[src/rtl/led_blink_scheduler_pkg.sv]
// Shared types and default sizing for the LED blink scheduler.
package led_blink_scheduler_pkg;

  typedef enum logic [1:0] {
    ST_IDLE = 2'd0,
    ST_ON   = 2'd1,
    ST_OFF  = 2'd2
  } state_e;

  localparam int DEF_TICK_DIV = 1000000;
  localparam int DEF_CNT_W    = 8;
  localparam int DEF_REP_W    = 4;

endpackage

[src/rtl/led_blink_scheduler_tick_gen.sv]
// Blink-tick prescaler: one-cycle tick every TICK_DIV enabled cycles, restartable via clr.
module led_tick_gen #(
  parameter int TICK_DIV = 4
) (
  input  logic clk,
  input  logic rst_n,
  input  logic clr,
  input  logic en,
  output logic tick
);

  localparam int TW = $clog2(TICK_DIV);

  logic [TW-1:0] cnt_q, cnt_d;

  assign tick = en && (cnt_q == TW'(TICK_DIV - 1));

  always_comb begin
    cnt_d = cnt_q;
    if (clr)       cnt_d = '0;
    else if (tick) cnt_d = '0;
    else if (en)   cnt_d = cnt_q + TW'(1);
  end

  // NOTE: sequential state uses non-blocking assignments so every flop samples pre-edge values.
  always_ff @(posedge clk or negedge rst_n) begin
    if (!rst_n) cnt_q <= '0;
    else        cnt_q <= cnt_d;
  end

endmodule

[src/rtl/led_blink_scheduler.sv]
// Priority-arbitrated LED blink sequencer (IDLE/ON/OFF), all outputs registered.
// Optional preemption by a higher-priority requester: define LED_BLINK_PREEMPT_EN.
module led_blink_scheduler
  import led_blink_scheduler_pkg::*;
#(
  parameter int TICK_DIV = DEF_TICK_DIV,
  parameter int NREQ     = 3,
  parameter int CNT_W    = DEF_CNT_W,
  parameter int REP_W    = DEF_REP_W,
  localparam int OWN_W   = (NREQ > 1) ? $clog2(NREQ) : 1
) (
  input  logic                  clk,
  input  logic                  rst_n,
  input  logic [NREQ-1:0]       req,
  input  logic [NREQ*CNT_W-1:0] on_ticks,
  input  logic [NREQ*CNT_W-1:0] off_ticks,
  input  logic [NREQ*REP_W-1:0] rep,
  output logic [NREQ-1:0]       ack,
  output logic                  busy,
  output logic                  done,
  output logic [OWN_W-1:0]      owner,
  output logic                  LED
);

  state_e             state_q, state_d;
  logic [NREQ-1:0]    ack_q, ack_d;
  logic               done_q, done_d;
  logic               busy_q, busy_d;
  logic               led_q, led_d;
  logic               armed_q, armed_d;
  logic [OWN_W-1:0]   owner_q, owner_d;
  logic [CNT_W-1:0]   on_q, on_d, off_q, off_d, rem_q, rem_d;
  logic [REP_W-1:0]   rep_q, rep_d, blink_q, blink_d;

  logic               req_any, preempt, grant, tick;
  logic [OWN_W-1:0]   req_idx;
  logic [CNT_W-1:0]   g_on, g_off, start_on, start_off;
  logic [REP_W-1:0]   g_rep, rep_eff;
  logic               start_blink, blink_end;

  // Lowest set index wins; scanning downward lets the last hit be the smallest.
  always_comb begin
    // NOTE: every always_comb output gets a default first, so no path can infer a latch.
    req_any = 1'b0;
    req_idx = '0;
    for (int i = NREQ - 1; i >= 0; i--) begin
      if (req[i]) begin
        req_any = 1'b1;
        req_idx = OWN_W'(i);
      end
    end
  end

`ifdef LED_BLINK_PREEMPT_EN
  assign preempt = busy_q && req_any && (req_idx < owner_q);
`else
  assign preempt = 1'b0;
`endif

  // armed_q holds off grants for the first edge after reset so IDLE always lasts a cycle.
  assign grant   = armed_q && req_any && ((state_q == ST_IDLE) || preempt);
  assign g_on    = on_ticks[int'(req_idx) * CNT_W +: CNT_W];
  assign g_off   = off_ticks[int'(req_idx) * CNT_W +: CNT_W];
  assign g_rep   = rep[int'(req_idx) * REP_W +: REP_W];
  assign rep_eff = (rep_q == '0) ? REP_W'(1) : rep_q;

  led_tick_gen #(.TICK_DIV(TICK_DIV)) u_tick_gen (
    .clk  (clk),
    .rst_n(rst_n),
    .clr  (grant),
    .en   (busy_q),
    .tick (tick)
  );

  always_comb begin
    state_d     = state_q;
    ack_d       = '0;
    done_d      = 1'b0;
    armed_d     = 1'b1;
    owner_d     = owner_q;
    on_d        = on_q;
    off_d       = off_q;
    rep_d       = rep_q;
    rem_d       = rem_q;
    blink_d     = blink_q;
    start_blink = 1'b0;
    start_on    = on_q;
    start_off   = off_q;
    blink_end   = 1'b0;

    if (grant) begin
      for (int i = 0; i < NREQ; i++) ack_d[i] = (req_idx == OWN_W'(i));
      owner_d     = req_idx;
      on_d        = g_on;
      off_d       = g_off;
      rep_d       = g_rep;
      blink_d     = '0;
      start_blink = 1'b1;
      start_on    = g_on;
      start_off   = g_off;
    end else begin
      case (state_q)
        ST_ON: begin
          if (tick && rem_q == CNT_W'(1)) begin
            if (off_q != '0) begin
              state_d = ST_OFF;
              rem_d   = off_q;
            end else begin
              blink_end = 1'b1;
            end
          end else if (tick) begin
            rem_d = rem_q - CNT_W'(1);
          end
        end
        ST_OFF: begin
          // rem_q == 0 here only for an all-zero blink, which takes exactly one cycle.
          if (rem_q == '0 || (tick && rem_q == CNT_W'(1))) blink_end = 1'b1;
          else if (tick)                                   rem_d = rem_q - CNT_W'(1);
        end
        default: ;
      endcase
    end

    if (blink_end) begin
      if (blink_q == rep_eff - REP_W'(1)) begin
        state_d = ST_IDLE;
        done_d  = 1'b1;
        rem_d   = '0;
        blink_d = '0;
      end else begin
        blink_d     = blink_q + REP_W'(1);
        start_blink = 1'b1;
      end
    end

    if (start_blink) begin
      if (start_on != '0) begin
        state_d = ST_ON;
        rem_d   = start_on;
      end else if (start_off != '0) begin
        state_d = ST_OFF;
        rem_d   = start_off;
      end else begin
        state_d = ST_OFF;
        rem_d   = '0;
      end
    end

    led_d  = (state_d == ST_ON);
    busy_d = (state_d != ST_IDLE);
  end

  always_ff @(posedge clk or negedge rst_n) begin
    if (!rst_n) begin
      state_q <= ST_IDLE;
      ack_q   <= '0;
      done_q  <= 1'b0;
      busy_q  <= 1'b0;
      led_q   <= 1'b0;
      armed_q <= 1'b0;
      owner_q <= '0;
      on_q    <= '0;
      off_q   <= '0;
      rep_q   <= '0;
      rem_q   <= '0;
      blink_q <= '0;
    end else begin
      state_q <= state_d;
      ack_q   <= ack_d;
      done_q  <= done_d;
      busy_q  <= busy_d;
      led_q   <= led_d;
      armed_q <= armed_d;
      owner_q <= owner_d;
      on_q    <= on_d;
      off_q   <= off_d;
      rep_q   <= rep_d;
      rem_q   <= rem_d;
      blink_q <= blink_d;
    end
  end

  assign ack   = ack_q;
  assign busy  = busy_q;
  assign done  = done_q;
  assign owner = owner_q;
  assign LED   = led_q;

endmodule

[config.mk]
export PLATFORM = sky130hd
export DESIGN_NAME = led_blink_scheduler
export DESIGN_NICKNAME = d
export VERILOG_FILES = /design/src/rtl/led_blink_scheduler_pkg.sv /design/src/rtl/led_blink_scheduler_tick_gen.sv /design/src/rtl/led_blink_scheduler.sv
export SDC_FILE = /design/constraint.sdc
export NUM_CORES = 1
export LEC_CHECK = 0
export BUFFER_PORTS_ARGS = -buffer_cell sky130_fd_sc_hd__buf_2
export CAP_MARGIN = 20
export CORE_MARGIN = 1
export CORE_UTILIZATION = 55
export CTS_BUF_LIST = sky130_fd_sc_hd__clkbuf_4 sky130_fd_sc_hd__clkbuf_8
export CTS_CLUSTER_SIZE = 40
export DETAILED_ROUTE_END_ITERATION = 8
export PLACE_DENSITY_LB_ADDON = 0.25
export SYNTH_ARGS = -nofsm -noshare
export SYNTH_HDL_FRONTEND = slang
export SYNTH_SLANG_ARGS = --single-unit
[constraint.sdc]
create_clock -name clk -period 2.81 [get_ports clk]
set_clock_uncertainty 0.1 [all_clocks]
set_input_delay 0.4215 -clock clk [delete_from_list [all_inputs] [get_ports clk]]
set_output_delay 0.4215 -clock clk [all_outputs]
set_load 0.02 [all_outputs]
* After elaboration in Yosys (flattened, before gate mapping)
Cells that the tools add are included.
** Storage, ports and cells
- Flip-flop bits (word level) :: 63
- Bits in latches :: 0
- RAM bits :: 0
- ROM bits :: 0
- Input bits :: 65
- Output and inout port bits :: 8
- Logic and storage cells :: 88
- Memories kept :: 0
** Cells by class
- $add $sub $neg :: 4
- Multipliers :: 0
- Div/mod/pow operators :: 0
- Magnitude comparators :: 0
- Equality and inequality tests :: 8
- Shifts and indexed selects :: 3
- Muxes and demuxes :: 45
- Bitwise gates (word level) :: 0
- Reductions and logical operators :: 15
** Operator list (count)
- 8-bit 2-to-1 mux :: 12
- 20-bit 2-to-1 mux :: 3
- 24-bit by 6-bit indexed part select with 8-bit output :: 2
- 8-bit nonzero test :: 3
- 2-bit 2-to-1 mux :: 11
- 20-bit by 1-bit adder with 20-bit output, second input constant :: 1
- 20-bit equality test, second input constant :: 1
- 4-bit 2-to-1 mux :: 4
- 8-bit one-hot mux with 2 select lines :: 1
- 1-bit 2-to-1 mux :: 12
- 12-bit by 5-bit indexed part select with 4-bit output :: 1
- 8-bit by 1-bit equality test with 1-bit output, second input constant :: 1
- 8-bit logical NOT :: 1
- 8-bit by 1-bit subtractor with 8-bit output, second input constant :: 1
- 2-bit by 1-bit equality test with 1-bit output, second input constant :: 3
- 4-bit by 1-bit adder with 4-bit output, second input constant :: 1
- 2-bit equality test, second input constant :: 2
- 4-bit equality test :: 1
- 1-bit logical AND :: 4
- 2-bit logical NOT :: 2
- 4-bit logical NOT :: 1
- 2-bit nonzero test :: 2
- 4-bit by 1-bit subtractor with 4-bit output, second input constant :: 1
- 3-bit 2-to-1 mux :: 1
- other kinds (3) :: 3

* Logic depth before layout (Yosys ltp)
Gate-level depths: netlist of run 1.
- Depth in word-level cells :: 10
- Depth in mapped cells :: 10
- Gate-level depth less buffers :: 9

* Modules after synthesis
From an unflattened synthesis of run 1, not the netlist that was laid out.
** Second synthesis, totals
- Cell total of the unflattened synthesis :: 446
- Area total of the unflattened synthesis :: 3898.7 µm²
** By module, submodules not included
- led_blink_scheduler :: times used 1, cells an instance 325, area each 2745.1 µm², seq. area each 1076.0 µm²
- led_tick_gen :: times used 1, cells an instance 121, area each 1153.6 µm², seq. area each 500.5 µm²

* Worst setup path before layout of run 1
OpenSTA, ideal clock, no wires.
- Kind :: register to register
- Start point :: reg state_q[0]
- End point :: reg rem_q[0]
- Arrival time :: 2324 ps
- Path slack :: 301 ps
- Cell stages (with the launch flop) :: 10
- Period minus slack after synthesis :: 2509 ps
- Cells stage by stage :: dfrtp_1 -> inv_1 -> ha_1 -> nand2_1 -> nor3b_4 -> a221o_1 -> or4_4 -> nor2_8 -> a21oi_1 -> o221ai_2
** Between the ends
- Cells in the longest elaborated chain, start to end :: 7
- Elaborated cells on any way between the ends :: 20
- Classes of those cells :: eq/ne: 2; mux: 14; reduce/logical: 4
** Ends and longest elaborated chain
- start, declared :: line led_blink_scheduler.sv:25 : state_e state_q, state_d;
- start signal, assigned :: line led_blink_scheduler.sv:168 : state_q <= state_d;
- 2-bit logical NOT :: line led_blink_scheduler.sv:61 : assign grant = armed_q && req_any && ((state_q == ST_IDLE) || preempt);
- 1-bit logical AND :: line led_blink_scheduler.sv:61
- 8-bit 2-to-1 mux :: line led_blink_scheduler.sv:91 : if (grant) begin
- 8-bit nonzero test :: line led_blink_scheduler.sv:140 : end else if (start_off != '0) begin
- 8-bit 2-to-1 mux :: line led_blink_scheduler.sv:140
- 8-bit 2-to-1 mux :: line led_blink_scheduler.sv:137 : if (start_on != '0) begin
- 8-bit 2-to-1 mux * :: line led_blink_scheduler.sv:136 : if (start_blink) begin
- via rem_d[0] :: line led_blink_scheduler.sv:32 : logic [CNT_W-1:0] on_q, on_d, off_q, off_d, rem_q, rem_d;
- end signal, assigned :: line led_blink_scheduler.sv:178 : rem_q <= rem_d;
- end, declared :: line led_blink_scheduler.sv:32
The timed path passes the listed nets; every way through them passes the cells marked *.
A chain may end at the register's enable or synchronous reset.

* Worst setup path after layout of run 1
- Start point :: reg u_tick_gen.cnt_q[0]
- End point :: reg led_q (netlist: LED)
** Between the ends
- Cells in the longest elaborated chain, start to end :: 10
- Elaborated cells on any way between the ends :: 16
- Classes of those cells :: eq/ne: 2; mux: 11; reduce/logical: 3
** Ends and longest elaborated chain
- start, declared :: line led_blink_scheduler_tick_gen.sv:14 : logic [TW-1:0] cnt_q, cnt_d;
- start signal, assigned :: line led_blink_scheduler_tick_gen.sv:28 : else cnt_q <= cnt_d;
- 20-bit equality test * :: line led_blink_scheduler_tick_gen.sv:16 : assign tick = en && (cnt_q == TW'(TICK_DIV - 1));
- 1-bit logical AND * :: line led_blink_scheduler_tick_gen.sv:16
- 1-bit logical AND * :: line led_blink_scheduler.sv:104, led_blink_scheduler.sv:117
- 1-bit logical OR or 2-bit 2-to-1 mux (tied branches) :: line led_blink_scheduler.sv:117, led_blink_scheduler.sv:104
- 1-bit 2-to-1 mux or 2-bit 2-to-1 mux (tied branches) :: line led_blink_scheduler.sv:117, led_blink_scheduler.sv:102
- 1-bit one-hot mux with 2 select lines or 2-bit 2-to-1 mux (tied branches) :: line led_blink_scheduler.sv:102, led_blink_scheduler.sv:91
- 1-bit 2-to-1 mux or 2-bit 2-to-1 mux (tied branches) :: line led_blink_scheduler.sv:91, led_blink_scheduler.sv:125
- 2-bit 2-to-1 mux or 1-bit 2-to-1 mux (tied branches) :: line led_blink_scheduler.sv:124 : if (blink_end) begin
- 2-bit 2-to-1 mux * :: line led_blink_scheduler.sv:136
- 2-bit by 1-bit equality test with 1-bit output * :: line led_blink_scheduler.sv:149 : led_d = (state_d == ST_ON);
- via led_d :: line led_blink_scheduler.sv:29 : logic led_q, led_d;
- end signal, assigned :: line led_blink_scheduler.sv:172 : led_q <= led_d;
- end, declared :: line led_blink_scheduler.sv:29
Marked as above.

==> results of run 1 <==
==> state kept, by name, summed over array words and instances, names as in the netlist <==
name / cells
ack: 3
rep_q: 4
LED: 1
on_q: 8
owner: 2
busy: 1
done: 1
u_tick_gen.cnt_q: 20
armed_q: 1
blink_q: 4
off_q: 8
rem_q: 8
state_q: 2
==> worst max-delay path: stages (launching register included) <==
cell     delay (ns)
dfrtp_1        0.42
ha_1           0.22
and3_1         0.24
nand4_1        0.30
o31ai_2        0.31
a21oi_1        0.19
o31a_2         0.43
or2_1          0.27
o21ai_0        0.09
==> worst max-delay path by stage <==
stage / startpoint / to / slack [ns] / depth (start not counted)
3_3_place_gp: u_tick_gen.cnt_q[13]$_DFFE_PN0P_ / LED$_DFF_PN0_ / 0.21 / 7
2_1_floorplan: state_q[0]$_DFF_PN0_ / rem_q[0]$_DFF_PN0_ / 0.30 / 9
5_1_grt: u_tick_gen.cnt_q[0]$_DFFE_PN0P_ / LED$_DFF_PN0_ / -0.006 / 8
3_5_place_dp: state_q[0]$_DFF_PN0_ / LED$_DFF_PN0_ / 0.08 / 10
4_1_cts: u_tick_gen.cnt_q[13]$_DFFE_PN0P_ / LED$_DFF_PN0_ / 0.06 / 7
6_report: u_tick_gen.cnt_q[0]$_DFFE_PN0P_ / LED$_DFF_PN0_ / 0.15 / 8
==> power by group through the flow <==
stage                     clock network [W]  registers [W]  logic [W]
after floorplan                           0        0.00139    0.00121
after global placement                    0        0.00145    0.00162
after detailed placement                  0        0.00145    0.00166
after CTS                          0.000792        0.00144    0.00168
after global routing               0.000830        0.00148    0.00189
final                              0.000785        0.00145    0.00171
==> cell type report <==
cell class / count / area [um2] / area share (%)
clock buffers: 9 / 124 / 2.78
clock inverters: 7 / 73.8 / 1.66
inverters: 9 / 33.8 / 0.758
multi-input cells: 329 / 2090 / 46.9
flip-flops and latches: 63 / 1580 / 35.4
well taps: 77 / 96.3 / 2.16
repair buffers: 85 / 462 / 10.4
==> placed cells by master (no fill, tap or decap), types with 2 or more instances in the layout <==
| master | netlist | layout |
|---|---|---|
| or3_1 | 2 | 2 |
| a31oi_1 | 6 | 6 |
| o21a_1 | 2 | 2 |
| nor2_1 | 46 | 46 |
| nand2_1 | 42 | 41 |
| clkbuf_8 | 0 | 9 |
| nor2b_1 | 3 | 3 |
| nand3b_1 | 11 | 11 |
| a21o_1 | 3 | 3 |
| o221ai_1 | 3 | 3 |
| nand3_1 | 13 | 13 |
| buf_2 | 7 | 72 |
| nor3_1 | 9 | 9 |
| buf_4 | 0 | 12 |
| clkinvlp_4 | 0 | 4 |
| nand4_1 | 8 | 8 |
| o22ai_1 | 8 | 8 |
| a221oi_1 | 2 | 2 |
| ha_1 | 9 | 9 |
| or4_4 | 2 | 2 |
| xor2_1 | 13 | 13 |
| nor4_1 | 7 | 6 |
| xnor2_1 | 6 | 6 |
| nand2b_1 | 6 | 6 |
| a22oi_1 | 11 | 11 |
| dfrtp_1 | 63 | 63 |
| a221o_1 | 16 | 16 |
| and3_1 | 9 | 9 |
| mux2i_1 | 2 | 2 |
| o31ai_1 | 4 | 3 |
| inv_1 | 9 | 9 |
| o21ai_0 | 27 | 27 |
| a21oi_1 | 36 | 36 |
==> metrics by stage <==
stage	hold slack, ns	instances
global placement	0.359	563
global route	0.187	579
floorplan	0.0259	422
finish	0.0927	579
detailed placement	0.366	563
CTS	0.148	579
==> kinds of logic (layout without fill, tap and decap cells) <==
group                    count (synthesis)  count (layout)
AO/OA/AOI/OAI                          129             129
XOR/XNOR                                19              19
adder cells (fa/ha/maj)                  9               9
buffers and inverters                   30             110
flip-flops                              63              63
multiplexers                             2               2
other                                    1               1
AND/OR/NAND/NOR                        169             169
==> metal layers <==
metal | track usage (%) | part of all wire, % | wire (um) | up-vias
li1 | - | - | - | 1721
met1 | 37.9 | 41 | 4020 | 1743
met2 | 49.3 | 50 | 4950 | 165
met3 | 6.29 | 7.1 | 704 | 24
met4 | 11.9 | 2.0 | 201 | 0
met5 | 0 | 0 | 0 | -
==> qor.yml, run 1 <==
status:
  status: "finished clean"
setup_path:
  cp_data_required_time_ns: 2.98
  arrival_ns: 2.83
  rr_startpoint: "u_tick_gen.cnt_q[0]$_DFFE_PN0P_"
  rr_worst_depth: 8
  rrSetupSlack_ns: 0.15
  worstSetupStartpointType: "flip-flop"
  worst_r2r_endpoint: "LED$_DFF_PN0_"
  crit_type: "reg2reg"
  critPathMaxFanout: 11
  endpoint_kind: "flip-flop"
placed_design:
  place_area_mm2: 0.00424
  dp.final_hpwl_um: 7250
  io_buffers: 72
  pre_cts_slack_ns: 0.0774
  gp_congestion: 0.971
global_routing:
  antenna_found_initial: 0
  grt_overflow: 0
  grt_pass1_wl_um: 16600
  grt_pass1_vias: 3575
  grt_use_total_pct: 29.6
  grt_max_degree: 64
cts:
  cts_resized: 0
  cts_setup_buffers: 0
  clk_latency_ns: 0.36
  cts_buffers: 9
  clkSlewWorstSetupHoldPaths_ns: 0.08
  htree_num_levels: 3
  root_buffer: "clkbuf_8"
  clk_path_buf_depth: 2
  cts_tree: "built"
  cts_num_sinks: 63
  hold_buffers: 0
routing:
  dr.pass1.iters: 8
  drc: 0
  wl_per_cell_um: 17.1
  drt_iter0_drc: 279
  drt-total-wl_um: 9870
  ant_nets: 0
  vias: 3653
  via_per_inst: 6.31
synth:
  synth_top_area_share_pct: 41.9
  synth_mux_area_share_pct: 0.532
  synthArstFlopShare_pct: 100
  synth_seq_cells: 63
  synthTopCellsByCount: "63 x dfrtp_1, 46 x nor2_1, 42 x nand2_1"
  synth-edff-count: 0
  synthSimpleGateAreaFrac_pct: 23.8
  yosysUniqueCellTypes: 54
  synth_top_family_by_area: "simple AND/OR/NAND/NOR gates"
  yosys.area_share.xor_xnor_pct: 4.43
  synth_largest_area_cell: "dfrtp_1"
  avgSynthCellArea_um2: 8.91
  synth_flop_cell: "dfrtp_1"
  synth-compound-area-share_pct: 23.0
  yosys.area_share.adder_pct: 3.00
  yosys_warnings: 0
  synth_nets: 496
  synth_most_common_cell: "dfrtp_1"
  yosys-top-cells-area: "dfrtp_1 42%, a21oi_1 4.8%, nor2_1 4.6%"
  synth_area_mm2: 0.00376
  yosysSeqAreaShare_pct: 41.9
  synthCells: 422
finish:
  design_area_mm2: 0.00446
  final_nets: 571
  drive_above_1_share_pct: 22.9
  diodes: 0
  area_delta_synth_final_pct: 18.6
  fillers: 498
  postLayoutCoreUtil_pct: 69.0
floorplan:
  die_h_um: 84.7
  start_util_pct: 58.2
  ios: 73
  core_area_mm2: 0.00646
  num_rows: 29
  die_w_um: 84.7
  dieArea_mm2: 0.00717
worst_hold_path:
  hold_class: "in2async"
sta:
  drv_slew: 0
  setup_viol: 0
  slew_headroom_pct: 48.6
  hold_viol_final: 0
  setup_ws_ns: 0.149
  worst_pin_slew_ns: 0.771
  fin_setup_tns_ns: 0
  fmax_ghz: 0.376
  fin_crit_sh_pct: 94.7
  min_period_ns: 2.66
power:
  max-vdd-ir-drop_mv: 0.567
  switching_power_w: 0.00166
  power_frac_seq_pct: 36.8
  comb_power_share_pct: 43.3
  switching_share_pct: 42.1
  finalPower_w: 0.00395
  p_leak_nw: 2.02
  internal_power_w: 0.00228
  powerDensity_mw_per_mm2: 885
  p_clk_share_pct: 19.9
job:
  maxCapViolations: 0
Power figures use the tool's default switching activity.
==> run 2: changes to the inputs <==
RECOVER_POWER = 50   (was unset)
==> run 2 against run 1 <==
Compared with the run above: the flow now finishes with violations (max-capacitance violations); first-iteration DRC count shrank 1.4%; routed wire length is essentially flat; flip-flop and latch count is the same; core utilization shrank 0.077 points; total power is essentially flat; hold slack gained 0.16 ns; count of clock-buffer cells in the layout is the same; combinational power is essentially flat.
==> qor.yml, run 2 (synthesis results as in run 1) <==
floorplan:
  die_h_um: 84.7  # unchanged
  ios: 73  # unchanged
  start_util_pct: 58.2  # unchanged
  die_w_um: 84.7  # unchanged
  core_area_mm2: 0.00646  # unchanged
  num_rows: 29  # unchanged
  dieArea_mm2: 0.00717  # unchanged
cts:
  root_buffer: "clkbuf_8"
  cts_buffers: 9  # unchanged
  cts_num_sinks: 63  # unchanged
  htree_num_levels: 3  # unchanged
  cts_setup_buffers: 0  # unchanged
  clkSlewWorstSetupHoldPaths_ns: 0.08  # about the same
  clk_latency_ns: 0.36  # about the same
  hold_buffers: 0  # unchanged
  cts_tree: "built"
  clk_path_buf_depth: 2  # unchanged
  cts_resized: 0  # unchanged
finish:
  fillers: 498  # unchanged
  design_area_mm2: 0.00445  # -0.11%
  area_delta_synth_final_pct: 18.5
  top_register: "u_tick_gen.cnt_q"
  largest_reg_flops: 20  # unchanged
  layout_common_cells: "70 x buf_2, 63 x dfrtp_1, 46 x nor2_1"
  final_common_cell: "buf_2"
  drive_above_1_share_pct: 22.5  # -0.40 points
  final_nets: 571  # unchanged
  diodes: 0  # unchanged
worst_hold_path:
  hp-start: "off_ticks[20]"
  hold_class: "in2reg"
power:
  comb_power_share_pct: 43.3  # about the same
  power_frac_seq_pct: 36.8  # about the same
  p_clk_share_pct: 19.9  # about the same
  max-vdd-ir-drop_mv: 0.567  # about the same
  p_leak_nw: 2.01  # -0.47%
  switching_share_pct: 42.1  # about the same
  internal_power_w: 0.00228  # about the same
  powerDensity_mw_per_mm2: 886  # about the same
  switching_power_w: 0.00166  # about the same
sta:
  hold_viol_final: 0  # unchanged
  setup_viol: 0  # unchanged
  fmax_ghz: 0.376  # about the same
  setup_ws_ns: 0.151  # +0.00199 ns
  min_period_ns: 2.66  # -0.00199 ns
  drv_slew: 0  # unchanged
  fin_crit_sh_pct: 94.6  # about the same
  worst_pin_slew_ns: 1.50  # +0.725 ns
  slew_headroom_pct: 0.300  # -48 points
status:
  status: "finished, violations left"
  violations: "max-capacitance violations"
global_routing:
  grt_use_total_pct: 29.6  # unchanged
  grt_pass1_wl_um: 16600  # unchanged
  grt_max_degree: 64  # unchanged
  grt_pass1_vias: 3575  # unchanged
  antenna_found_initial: 0  # unchanged
  grt_overflow: 0  # unchanged
placed_design:
  place_area_mm2: 0.00424  # unchanged
  dp.final_hpwl_um: 7250  # unchanged
  gp_congestion: 0.971  # unchanged
  io_buffers: 72  # unchanged
  pre_cts_slack_ns: 0.0774  # unchanged
routing:
  vias: 3659  # +0.16%
  wl_per_cell_um: 17.0  # about the same
  via_per_inst: 6.32  # +0.16%
  dr.pass1.iters: 8  # unchanged
  ant_nets: 0  # unchanged
  drt_iter0_drc: 275  # -1.4%
  drc: 0  # unchanged
  drt-total-wl_um: 9870  # about the same
setup_path:
  worstSetupStartpoint: "u_tick_gen.cnt_q[0]$_DFFE_PN0P_"
  crit_type: "reg2reg"
  rr_startpoint: "u_tick_gen.cnt_q[0]$_DFFE_PN0P_"
  cp_data_required_time_ns: 2.98  # about the same
  critPathMaxFanout: 11  # unchanged
  worstSetupStartpointType: "flip-flop"
  arrival_ns: 2.83  # about the same
  endpoint_kind: "flip-flop"
job:
  maxCapViolations: 1  # +1
## run 2: cell types whose count changed in the layout (fill, tap and decap cells not counted), sizes merged
cell / change
buf: -3
clkbuf: +3
## run 2: final timing paths
path / end / slack, ns / cells past startpoint
worst max-delay path: LED$_DFF_PN0_ / 0.15 / 8
worst min-delay path: off_q[4]$_DFF_PN0_ / 0.25 / 2
worst max register to register: LED$_DFF_PN0_ / 0.15 / 8
worst min register to register: u_tick_gen.cnt_q[19]$_DFFE_PN0P_ / 0.39 / 1
max in group asynchronous: off_q[0]$_DFF_PN0_ / 1.30 / 2
min in group asynchronous: owner[0]$_DFFE_PN0P_ / 0.38 / 2
## run 2: power by group through the flow
stage	Combinational [W]	Clock (W)	Sequential, W
after floorplan	0.00121	0	0.00139
after global placement	0.00162	0	0.00145
after detailed placement	0.00166	0	0.00145
after CTS	0.00168	0.000792	0.00144
after global routing	0.00189	0.000830	0.00148
final	0.00171	0.000785	0.00145
## run 2: worst max-delay path, stage by stage (launching register included)
cell and delay, ns:
dfrtp_1 0.42, ha_1 0.22, and3_1 0.24, nand4_1 0.30, o31ai_2 0.31, a21oi_1 0.19, o31a_2 0.43, or2_1 0.27
o21ai_0 0.09
## run 2: stage by stage
stage / power, W / hold WS [ns] / cells / util [%] / TNS, ns
after floorplan: 0.00260 / 0.0259 / 422 / - / 0
after global placement: 0.00307 / 0.359 / 563 / 65.6 / 0
after CTS: 0.00391 / 0.148 / 579 / 68.7 / 0
after global routing: 0.00419 / 0.259 / 579 / 69.0 / -0.00935
after detailed placement: 0.00311 / 0.366 / 563 / 65.6 / 0
final: 0.00394 / 0.251 / 579 / 69.0 / 0
## run 2: metal layers
layer  share of wire (%)  up-vias  wire (um)  track usage (%)
li1                    -     1721          -                -
met1                  41     1747       4010             37.9
met2                  50      167       4950             49.3
met3                 7.2       24        706             6.29
met4                 2.0        0        201             11.9
met5                   0        -          0                0
## run 2: area by class of cell
class | count | area [um2] | share of cell area [%]
clock inverter | 7 | 73.8 | 1.66
sequential | 63 | 1580 | 35.4
multi-input combinational | 329 | 2090 | 47.0
clock buffer | 9 | 124 | 2.78
timing repair buffer | 85 | 457 | 10.3
tap | 77 | 96.3 | 2.16
inverter | 9 | 33.8 | 0.758
==> run 3: changes to the inputs <==
CORE_MARGIN = 2   (was 1)
==> run 3 against run 2 <==
Compared with the run above: the run ends with max-capacitance violations, max-slew violations left; count of clock-buffer cells in the layout increased by 6; register-to-register slack hardly changed; flip-flop and latch count stayed put; maximum frequency down 0.20%; routed wire length is 2.3% lower; cell area grew 0.45%; die area up 4.8%; critical path type unchanged; critical endpoint unchanged; largest cell class unchanged; highest routed layer unchanged.
==> qor.yml, run 3 (synthesis results as in run 1) <==
status:
  status: "finished, violations left"
  violations: "max-capacitance violations, max-slew violations"
setup_path:
  crit_path_cell_trace: "inv_1 -> ha_1 -> nand2_2 -> buf_6 -> a21oi_1 -> a221o_1 -> or4_4 -> nor2_8 -> or2_1 -> o21ai_0"
  arrival_ns: 2.77  # -0.06 ns
  cp_data_required_time_ns: 2.92  # -0.06 ns
  endpoint_kind: "flip-flop"
  rr_worst_depth: 10  # +2
  worstSetupStartpointType: "flip-flop"
  crit_slowest_cell: "or4_4"
  critPathMaxFanout: 16  # +5
  max_stage_delay_ns: 0.59  # +0.16 ns
  rrSetupSlack_ns: 0.15  # about the same
  worst_r2r_endpoint: "LED$_DFF_PN0_"
  cp_num_buf_inv: 2  # +2
  critical-path-top-delay-family: "simple AND/OR/NAND/NOR gates"
  crit_type: "reg2reg"
  rr_startpoint: "state_q[0]$_DFF_PN0_"
global_routing:
  grt_use_total_pct: 27.3  # -2.3 points
  grt_max_degree: 64  # unchanged
  antenna_found_initial: 0  # unchanged
  grt_pass1_vias: 3453  # -3.4%
  grt_overflow: 0  # unchanged
  grt_pass1_wl_um: 16200  # -2.4%
power:
  power_frac_seq_pct: 36.9  # about the same
  p_clk_share_pct: 19.0  # -0.9 points
  powerDensity_mw_per_mm2: 868  # -2.0%
  switching_share_pct: 40.4  # -1.8 points
  switching_power_w: 0.00157  # -5.7%
  comb_power_share_pct: 44.1  # +0.8 points
  internal_power_w: 0.00232  # +1.4%
  finalPower_w: 0.00388  # -1.6%
  max-vdd-ir-drop_mv: 0.348  # -39%
  p_leak_nw: 2.05  # +1.9%
sta:
  drv_slew: 64  # +64
  fin_crit_sh_pct: 94.8  # +0.19 points
  worst_pin_slew_ns: 1.51  # +0.0175 ns
  rsz0062_at_grt: "no"
  min_period_ns: 2.66  # +0.00540 ns
  fmax_ghz: 0.375  # -0.20%
  fin_setup_tns_ns: 0  # unchanged
  setup_viol: 0  # unchanged
  hold_viol_final: 0  # unchanged
  slew_headroom_pct: -0.866  # -1.2 points
finish:
  diodes: 0  # unchanged
  postLayoutCoreUtil_pct: 66.6  # -2.4 points
  largest_reg_flops: 20  # unchanged
  multi_input_area_mm2: 0.00208  # -0.60%
  final_cells: 586  # +1.2%
  top_register: "u_tick_gen.cnt_q"
  drive_above_1_share_pct: 22.7  # +0.22 points
  fillers: 563  # +13%
  layout_common_cells: "71 x buf_2, 63 x dfrtp_1, 46 x nor2_1"
  design_area_mm2: 0.00447  # +0.45%
  final_common_cell: "buf_2"
  final_nets: 576  # +0.88%
  area_delta_synth_final_pct: 19.0
  seq_area_mm2: 0.00158  # unchanged
cts:
  cts_setup_buffers: 0  # unchanged
  cts_buffers: 9  # unchanged
  root_buffer: "clkbuf_8"
  cts_tree: "built"
  clkSlewWorstSetupHoldPaths_ns: 0.07  # about the same
  clk_latency_ns: 0.33  # -0.03 ns
  cts_resized: 0  # unchanged
  hold_buffers: 0  # unchanged
  clk_path_buf_depth: 2  # unchanged
  cts_num_sinks: 63  # unchanged
  htree_num_levels: 3  # unchanged
placed_design:
  place_inst: 571  # +1.4%
  gp_congestion: 0.963  # -0.83%
  place_area_mm2: 0.00428  # +0.97%
  dp.final_hpwl_um: 7360  # +1.5%
  io_buffers: 72  # unchanged
routing:
  met1Wirelength_um: 4250  # +5.9%
  drc: 0  # unchanged
  ant_nets: 0  # unchanged
  met2_wirelength_um: 4590  # -7.2%
  dr.pass1.iters: 4  # -4
  via_per_inst: 5.99  # -5.3%
  drt_iter0_drc: 188  # -32%
  wl_per_cell_um: 16.5  # -3.5%
  vias: 3508  # -4.1%
  drt-total-wl_um: 9640  # -2.3%
  top_layer: "met4"
  wl_met3_um: 576  # -18%
floorplan:
  start_util_pct: 56.0  # -2.3 points
  ios: 73  # unchanged
  num_rows: 30  # +3.4%
  core_area_mm2: 0.00672  # +4.0%
  die_w_um: 86.7  # +2.4%
  dieArea_mm2: 0.00751  # +4.8%
  die_h_um: 86.7  # +2.4%
job:
  maxCapViolations: 1  # unchanged
worst_hold_path:
  hp-start: "off_ticks[16]"
  hold_path_depth: 2  # unchanged
  hold_class: "in2reg"
  min_to: "off_q[0]$_DFF_PN0_"
[run 3: through the flow]
step,hold WS [ns],setup slack [ns]
floorplan,0.0259,0.301
global placement,0.357,0.166
detailed placement,0.361,0.0568
CTS,0.172,0.0529
global route,0.259,0.00948
finish,0.270,0.146
[run 3: power groups by stage]
stage | Combinational, W | Sequential (W) | Clock [W]
finish | 0.00171 | 0.00143 | 0.000737
global route | 0.00191 | 0.00146 | 0.000793
CTS | 0.00170 | 0.00142 | 0.000750
detailed placement | 0.00170 | 0.00143 | 0
global placement | 0.00167 | 0.00143 | 0
floorplan | 0.00121 | 0.00139 | 0
[run 3: cell type report]
class | count | area share (%)
clock buffers | 15 | 4.19
inverters | 9 | 0.755
multi-input cells | 329 | 46.5
flip-flops and latches | 63 | 35.2
well taps | 80 | 2.24
repair buffers | 90 | 11.1
[run 3: worst max path at each step]
stage	from	cells after the start	end	slack [ns]
2_1_floorplan	state_q[0]$_DFF_PN0_	9	rem_q[0]$_DFF_PN0_	0.30
3_3_place_gp	state_q[0]$_DFF_PN0_	10	state_q[0]$_DFF_PN0_	0.17
3_5_place_dp	state_q[0]$_DFF_PN0_	10	LED$_DFF_PN0_	0.06
4_1_cts	state_q[0]$_DFF_PN0_	10	LED$_DFF_PN0_	0.05
5_1_grt	state_q[0]$_DFF_PN0_	10	LED$_DFF_PN0_	0.009
6_report	state_q[0]$_DFF_PN0_	10	LED$_DFF_PN0_	0.15
[run 3: metal layers]
layer / vias to the layer above / track usage (%)
met3: 21 / 6.29
met2: 140 / 44.0
li1: 1722 / -
met5: - / 0
met4: 0 / 10.5
met1: 1625 / 35.9
